## config.mk

```make
export PLATFORM = sky130hd
export DESIGN_NAME = lsu_bus_ctrl
export DESIGN_NICKNAME = d
export VERILOG_FILES = /design/src/rtl/lsu_bus_ctrl.sv
export SDC_FILE = /design/constraint.sdc
export NUM_CORES = 1
export LEC_CHECK = 0
export CAP_MARGIN = 20
export CELL_PAD_IN_SITES_DETAIL_PLACEMENT = 0
export CELL_PAD_IN_SITES_GLOBAL_PLACEMENT = 2
export CORE_UTILIZATION = 26
export CTS_BUF_LIST = sky130_fd_sc_hd__clkbuf_16
export CTS_CLUSTER_SIZE = 20
export DETAILED_ROUTE_END_ITERATION = 8
export PLACE_DENSITY = 0.83
export RECOVER_POWER = 100
export SETUP_SLACK_MARGIN = 0.5
export SLEW_MARGIN = 10
export SYNTH_ARGS = -nofsm -noshare
export SYNTH_HDL_FRONTEND = slang
export SYNTH_SLANG_ARGS = --single-unit
export TNS_END_PERCENT = 50
```

## constraint.sdc

```tcl
create_clock -name clk -period 4.09 [get_ports clk]
set_input_delay 0.818 -clock clk [delete_from_list [all_inputs] [get_ports clk]]
set_output_delay 0.818 -clock clk [all_outputs]
set_load 0.02 [all_outputs]
```

## src/rtl/lsu_bus_ctrl.sv

```systemverilog
// lsu_bus_ctrl
//   Multi-cycle load/store unit between the execute stage and data memory.
//   Accepts one RV load/store per transaction, checks legality and alignment,
//   issues a single lane-aligned bus request, waits for the response (with an
//   optional timeout), and returns extended load data or an error code.
//
// Ports
//   clk, rst        clock; synchronous active-high reset
//   in_*            request from EXU (valid/ready handshake, accepted in IDLE)
//   mem_req_*       bus request: word-aligned address, byte-lane data and mask
//   mem_rsp_*       bus response: single-cycle valid, full-word data, error flag
//   out_*           result to WBU (valid/ready): load data and 2-bit error code
//                   (00 ok, 01 misaligned/illegal, 10 bus error, 11 timeout)
module lsu_bus_ctrl #(
    parameter int XLEN        = 32,
    parameter int ADDR_W      = 32,
    parameter int TIMEOUT_CYC = 255
) (
    input  logic              clk,
    input  logic              rst,
    input  logic              in_valid,
    output logic              in_ready,
    input  logic              in_is_load,
    input  logic              in_is_store,
    input  logic [2:0]        in_funct3,
    input  logic [ADDR_W-1:0] in_addr,
    input  logic [XLEN-1:0]   in_wdata,
    output logic              mem_req_valid,
    input  logic              mem_req_ready,
    output logic              mem_req_wen,
    output logic [ADDR_W-1:0] mem_req_addr,
    output logic [XLEN-1:0]   mem_req_wdata,
    output logic [XLEN/8-1:0] mem_req_wmask,
    input  logic              mem_rsp_valid,
    input  logic [XLEN-1:0]   mem_rsp_rdata,
    input  logic              mem_rsp_err,
    output logic              out_valid,
    input  logic              out_ready,
    output logic [XLEN-1:0]   out_rdata,
    output logic [1:0]        out_err
);

    localparam int NB    = XLEN / 8;
    localparam int OFF_W = $clog2(NB);
    localparam int CNT_W = (TIMEOUT_CYC > 1) ? $clog2(TIMEOUT_CYC + 1) : 1;
    localparam bit TO_EN = (TIMEOUT_CYC > 0);
    localparam logic [CNT_W-1:0] CNT_LAST = CNT_W'(TO_EN ? TIMEOUT_CYC - 1 : 0);

    typedef enum logic [1:0] {S_IDLE, S_REQ, S_WAIT, S_DONE} state_t;

    state_t              state_reg, state_next;
    logic                is_load_reg, is_load_next;
    logic [2:0]          funct3_reg, funct3_next;
    logic [ADDR_W-1:0]   addr_reg, addr_next;
    logic [XLEN-1:0]     wdata_reg, wdata_next;
    logic [XLEN-1:0]     rdata_reg, rdata_next;
    logic [1:0]          err_reg, err_next;
    logic [CNT_W-1:0]    cnt_reg, cnt_next;

    logic                legal, aligned, in_fault;
    logic [OFF_W-1:0]    off;
    logic [XLEN-1:0]     shifted, load_ext;
    logic [3:0]          lane_lo, lane_hi;

    // Legality of the incoming request, evaluated on the raw inputs so a
    // faulting request goes straight to DONE without touching the bus.
    always_comb begin
        legal   = 1'b0;
        aligned = 1'b1;
        if (in_is_load && !in_is_store) begin
            case (in_funct3)
                3'b000, 3'b001, 3'b010, 3'b100, 3'b101: legal = 1'b1;
                3'b011, 3'b110:                         legal = (XLEN == 64);
                default:                                legal = 1'b0;
            endcase
        end else if (in_is_store && !in_is_load) begin
            case (in_funct3)
                3'b000, 3'b001, 3'b010: legal = 1'b1;
                3'b011:                 legal = (XLEN == 64);
                default:                legal = 1'b0;
            endcase
        end
        case (in_funct3[1:0])
            2'd0:    aligned = 1'b1;
            2'd1:    aligned = ~in_addr[0];
            2'd2:    aligned = (in_addr[1:0] == 2'b00);
            default: aligned = (in_addr[2:0] == 3'b000);
        endcase
        in_fault = !legal || !aligned;
    end

    // Byte offset within the bus word; drives lane steering both ways.
    assign off     = addr_reg[OFF_W-1:0];
    assign shifted = mem_rsp_rdata >> {off, 3'b000};

    always_comb begin
        case (funct3_reg)
            3'b000:  load_ext = XLEN'($signed(shifted[7:0]));
            3'b001:  load_ext = XLEN'($signed(shifted[15:0]));
            3'b010:  load_ext = XLEN'($signed(shifted[31:0]));
            3'b100:  load_ext = XLEN'(shifted[7:0]);
            3'b101:  load_ext = XLEN'(shifted[15:0]);
            3'b110:  load_ext = XLEN'(shifted[31:0]);
            default: load_ext = shifted;
        endcase
    end

    // Active byte lanes span [off, off + size); reads enable no lanes.
    assign lane_lo = 4'(off);
    assign lane_hi = 4'(off) + (4'd1 << funct3_reg[1:0]);

    genvar gi;
    generate
        for (gi = 0; gi < NB; gi++) begin : g_lane
            assign mem_req_wmask[gi] = !is_load_reg && (4'(gi) >= lane_lo) && (4'(gi) < lane_hi);
        end
    endgenerate

    assign mem_req_addr  = {addr_reg[ADDR_W-1:OFF_W], {OFF_W{1'b0}}};
    assign mem_req_wdata = wdata_reg << {off, 3'b000};
    assign mem_req_valid = (state_reg == S_REQ);
    assign mem_req_wen   = (state_reg == S_REQ) && !is_load_reg;
    assign in_ready      = (state_reg == S_IDLE);
    assign out_valid     = (state_reg == S_DONE);
    assign out_rdata     = rdata_reg;
    assign out_err       = err_reg;

    always_comb begin
        state_next   = state_reg;
        is_load_next = is_load_reg;
        funct3_next  = funct3_reg;
        addr_next    = addr_reg;
        wdata_next   = wdata_reg;
        rdata_next   = rdata_reg;
        err_next     = err_reg;
        cnt_next     = cnt_reg;
        case (state_reg)
            S_IDLE: begin
                if (in_valid) begin
                    is_load_next = in_is_load;
                    funct3_next  = in_funct3;
                    addr_next    = in_addr;
                    wdata_next   = in_wdata;
                    rdata_next   = '0;
                    cnt_next     = '0;
                    if (in_fault) begin
                        err_next   = 2'b01;
                        state_next = S_DONE;
                    end else begin
                        err_next   = 2'b00;
                        state_next = S_REQ;
                    end
                end
            end
            S_REQ: begin
                if (mem_req_ready) begin
                    cnt_next   = '0;
                    state_next = S_WAIT;
                end
            end
            S_WAIT: begin
                if (mem_rsp_valid) begin
                    state_next = S_DONE;
                    if (mem_rsp_err) begin
                        err_next   = 2'b10;
                        rdata_next = '0;
                    end else begin
                        err_next   = 2'b00;
                        rdata_next = is_load_reg ? load_ext : '0;
                    end
                end else if (TO_EN && (cnt_reg == CNT_LAST)) begin
                    state_next = S_DONE;
                    err_next   = 2'b11;
                    rdata_next = '0;
                end else if (TO_EN) begin
                    cnt_next = cnt_reg + CNT_W'(1);
                end
            end
            default: begin
                if (out_ready) begin
                    state_next = S_IDLE;
                end
            end
        endcase
    end

    always_ff @(posedge clk) begin
        if (rst) begin
            state_reg   <= S_IDLE;
            is_load_reg <= 1'b0;
            funct3_reg  <= '0;
            addr_reg    <= '0;
            wdata_reg   <= '0;
            rdata_reg   <= '0;
            err_reg     <= '0;
            cnt_reg     <= '0;
        end else begin
            state_reg   <= state_next;
            is_load_reg <= is_load_next;
            funct3_reg  <= funct3_next;
            addr_reg    <= addr_next;
            wdata_reg   <= wdata_next;
            rdata_reg   <= rdata_next;
            err_reg     <= err_next;
            cnt_reg     <= cnt_next;
        end
    end

endmodule
```

### Word-level counts from Yosys, hierarchy flattened

Index checks and enable logic that the tools add are counted.

| operators by class | value |
|---|---|
| add/sub/neg operators | 2 |
| $lt $le $gt $ge | 8 |
| equality and inequality tests | 18 |
| shift operators | 3 |
| multiplexer cells | 29 |
| bitwise logic cells | 1 |
| reduce and logical (&&, ||, !) cells | 32 |

Operators with widths:

| cell | number |
|---|---|
| $mux 32 | 5 |
| $pmux 32 s4 | 1 |
| $pmux 32 s2 | 1 |
| $mux 8 | 4 |
| $shl 32x5->32 | 1 |
| $shr 32x5->32 | 1 |
| $pmux 8 s3 | 1 |
| $mux 2 | 9 |
| $eq 3x3->1 const B | 4 |
| $logic_and 1x1->1 | 11 |
| $logic_not 3->1 | 3 |
| $add 8x1->8 const B | 1 |
| $eq 8x8->1 const B | 1 |
| $lt 1x4->1 const A | 2 |
| $lt 2x4->1 const A | 2 |
| $eq 2x2->1 const B | 3 |
| $eq 3x1->1 const B | 2 |
| $logic_not 2->1 | 3 |
| $ne 2x2->1 const B | 3 |
| $pmux 2 s3 | 1 |
| $logic_not 1->1 | 5 |
| $mux 1 | 5 |
| $reduce_and 5->1 | 1 |
| $reduce_or 5->1 | 1 |
| 19 further kinds | 22 |

| storage, ports and cells | value |
|---|---|
| register bits after elaboration | 112 |
| bits of input ports | 108 |
| output and inout bits | 106 |

### Longest topological paths before layout

| depth | value |
|---|---|
| depth in word-level cells | 10 |
| mapped depth | 8 |
| mapped depth without buffers | 7 |

### Worst setup path after synthesis

Ideal clock, no wire load.

| timing path | value |
|---|---|
| path kind | register to output |
| start point | register funct3_reg[1] |
| end point | output mem_req_wmask[0] |
| arrival time | 2.825 ns |
| slack | 0.447 ns |
| stages on the path, launching flop included | 9 |
| cell sequence | dfxtp_1 -> clkbuf_1 -> clkbuf_1 -> nor2b_1 -> fa_1 -> nand3b_1 -> o21ai_0 -> nor2b_1 -> a2111oi_0 |

| between the ends | value |
|---|---|
| cells in the longest elaborated chain, start to end | 4 |

RTL lines:

| element | line | source |
|---|---|---|
| from (decl) | 53 | `logic [2:0] funct3_reg, funct3_next;` |
| from (signal assigned) | 200 | `funct3_reg <= funct3_next;` |
| $shl 1x2->4 | 110 | `assign lane_hi = 4'(off) + (4'd1 << funct3_reg[1:0]);` |
| $add 2x4->4 | 110 |  |
| $lt 1x4->1 | 115 | `assign mem_req_wmask[gi] = !is_load_reg && (4'(gi) >= lane_lo) && (4'(gi) < lane_hi);` |
| $logic_and 1x1->1 | 115 |  |
| to (decl) | 33 | `output logic [XLEN/8-1:0] mem_req_wmask,` |

Every way passes these cells.

### Final worst setup path

| timing path | value |
|---|---|
| start point | register addr_reg[1] |
| end point | output mem_req_wdata[21] |

| between the ends | value |
|---|---|
| cells in the longest elaborated chain, start to end | 1 |

RTL lines:

| element | line | source |
|---|---|---|
| from (decl) | 54 | `logic [ADDR_W-1:0] addr_reg, addr_next;` |
| from (signal assigned) | 201 | `addr_reg <= addr_next;` |
| $shl 32x5->32 | 120 | `assign mem_req_wdata = wdata_reg << {off, 3'b000};` |
| to (decl) | 32 | `output logic [XLEN-1:0] mem_req_wdata,` |

Every way passes these cells.

==> impl_metrics.env <==
export IMPL_holdWs_ps=452
export IMPL_synth_top_area_share_pct=40.9
export IMPL_finalHoldViolCount=0
export IMPL_worstMarginPinSlew_ps=1500
export IMPL_startpoint_type="register"
export IMPL_final_period_utilization_pct=89.0
export IMPL_synthArstFlopShare_pct=0
export IMPL_syn_area_per_cell_sq_um=7.90
export IMPL_synthesis_instances=695
export IMPL_drc=0
export IMPL_violations="capacitance limit, slew limit"
export IMPL_die_y_microns=147
export IMPL_clock_path_buffers=2
export IMPL_p_leak_nw=3.10
export IMPL_netlist_area_sq_um=5490
export IMPL_fp_dieW_microns=147
export IMPL_ys_seq_elements=112
export IMPL_end_kind="primary output"
export IMPL_clkLatencyLatePin_ps=360
export IMPL_synth_area_top_cells="dfxtp_1 41%, nand2_1 12%, a21oi_1 8.8%, mux2i_1 6.0%, buf_4 4.5%"
export IMPL_setup_violations=0
export IMPL_die_area_sq_um=21700
export IMPL_fmax_mhz=275
export IMPL_core_sq_um=20500
export IMPL_setup_tns_final_ps=0
export IMPL_hold_class="reg2reg"
export IMPL_setup_slack_ps=448
export IMPL_drive_gt1_share_pct=3.87
export IMPL_p_per_area_nw_per_um2=471
export IMPL_htree_num_levels=3
export IMPL_dr_pass1_iters=6
export IMPL_ir_worst_vdd_v=0.000201
export IMPL_gr_total_overflow=0
export IMPL_rows=52
export IMPL_rsz0062_at_grt="yes"
export IMPL_maxCapViolCount=2
export IMPL_routed_wl_microns=18000
export IMPL_clk_pin_slew_ps=70
export IMPL_clkSinkCount=112
export IMPL_numPlacedInstances=1106
export IMPL_postCtsSetupBuffers=0
export IMPL_grt_pass1_wl_microns=27900
export IMPL_hold_depth=2
export IMPL_critPathArrivalTime_ps=2820
export IMPL_io_buffers=211
export IMPL_dpl_instance_area_sq_um=7610
export IMPL_required_ps=3270
export IMPL_status="finished, violations left"
export IMPL_place_gp_congestion=0.748
export IMPL_fin_util_pct=38.4
export IMPL_syn2layout_area_growth_pct=43.3
export IMPL_drtAntennaViolNets=0
export IMPL_relSlewSlack_pct=-0.150
export IMPL_min_period_ps=3640
export IMPL_report_final_slew_viol_count=39
export IMPL_grt_max_degree=70
export IMPL_grt_pass1_vias=4966
export IMPL_cts_root_buf="clkbuf_16"
export IMPL_synth_main_ff_cell="dfxtp_1"
export IMPL_dp_worst_setup_slack_ps=682
export IMPL_ios=214
export IMPL_finalNetCount=964
export IMPL_detail_route_wl_per_cell_microns=16.0
export IMPL_track_usage_pct=16.5
export IMPL_cts_buffers=9
export IMPL_antenna_found_initial=0
export IMPL_path_class="reg2out"
export IMPL_path_max_fanout=54
export IMPL_initial_core_util_pct=26.8
export IMPL_hpwl_microns=12700
export IMPL_avgViaCountPerCell=4.67
export IMPL_fin_worst_skew_ps=11.5
export IMPL_ys_warn_count=0
export IMPL_reg2regPathDepth=7
export IMPL_synth_edff_count=0
export IMPL_antenna_cells=0
export IMPL_ys_types=49
export IMPL_vias=5247
export IMPL_ys_seq_area_share_pct=40.9
export IMPL_synth_top_area_cell="dfxtp_1"
export IMPL_drtIter0Drc=185
export IMPL_stdcell_count=1123
export IMPL_power_mw=3.71
export IMPL_finalInstanceArea_sq_um=7870
export IMPL_cts_tree="yes"
==> cells in the final DEF (no fill, tap or decap), types with 5 or more instances in the layout <==
cell type        netlist  routed
nor2b_1               22      23
and2_1                 9       8
a22o_1                16      16
ha_1                   7       7
or3_1                  4       5
nor3_1                 6       6
a211o_1                7       7
clkbuf_16              0       9
a32o_1                15      15
nand2_1              178     177
nor2_1                21      21
dlygate4sd3_1          0     100
buf_4                 33       7
o21ai_0               34      34
clkdlybuf4s50_1        0     107
a21oi_1               96      95
a211oi_1               8       8
mux2i_1               33      33
inv_1                  7       8
dfxtp_1              112     111
==> final timing paths <==
path                startpoint                end  slack (ps)
hold / removal    addr_reg[30]       addr_reg[30]         450
setup reg to reg  state_reg[0]      out_rdata[30]        1220
setup / recovery   addr_reg[1]  mem_req_wdata[21]         450
hold reg to reg   addr_reg[30]       addr_reg[30]         450
==> worst max-delay path: stages (launching register included) <==
cell and delay (ps):
dfxtp_1 800, buf_6 470, nor2b_1 110, buf_4 220, nand2_1 70, o21ai_0 90, dlygate4sd3_1 690
==> repair_timing <==
| item | CTS | global route |
|---|---|---|
| hold buffers | 0 | 0 |
| gates resized for setup | 1 | 3 |
| setup endpoints to repair | 1 | 9 |
| endpoints found under the hold margin | 0 | 0 |
==> per-layer routing <==
| metal | routed length [microns] | up-vias | track usage (%) |
|---|---|---|---|
| met4 | 148 | 0 | 4.33 |
| met2 | 8200 | 154 | 26.4 |
| met5 | 0 | - | 0 |
| met3 | 1290 | 10 | 5.12 |
| li1 | - | 2662 | - |
| met1 | 8320 | 2421 | 21.3 |
==> cell type report <==
cell class              count  area [sq um]
clock buffers               9           225
clock inverters             7          56.3
fillers                  2195         12600
inverters                   7          26.3
multi-input cells         494          2780
flip-flops and latches    112          2240
well taps                 270           338
repair buffers            224          2200
==> cell usage after synthesis (2+ instances only) <==
cell type and n:
o21ai_0 34, nand3_1 4, nand2_1 178, nor2_1 21, a211o_1 7, buf_4 33, clkbuf_1 40, a32o_1 15
or3_1 4, a21o_1 2, nor3_1 6, a21oi_1 96, nor4_1 3, o31ai_1 2, buf_1 5, buf_2 5
inv_1 7, nor2b_1 22, and2_1 9, or4_1 2, a211oi_1 8, a22o_1 16, dfxtp_1 112, ha_1 7
mux2i_1 33
==> logic make-up after synthesis <==
logic type      share of synthesized area [%]
simple gates                             20.6
mux                                      6.63
compound gates                           21.3
flops                                    40.9
buf+inv                                  8.53
other cells                            0.0683
fa+ha+maj                                1.96
==> power breakdown <==
group          switching [mW]  internal (mW)  leakage, nW
Combinational           0.901          0.602         2.04
Clock                   0.445          0.424        0.143
Sequential              0.109           1.23        0.913
Power figures use the tool's default switching activity.
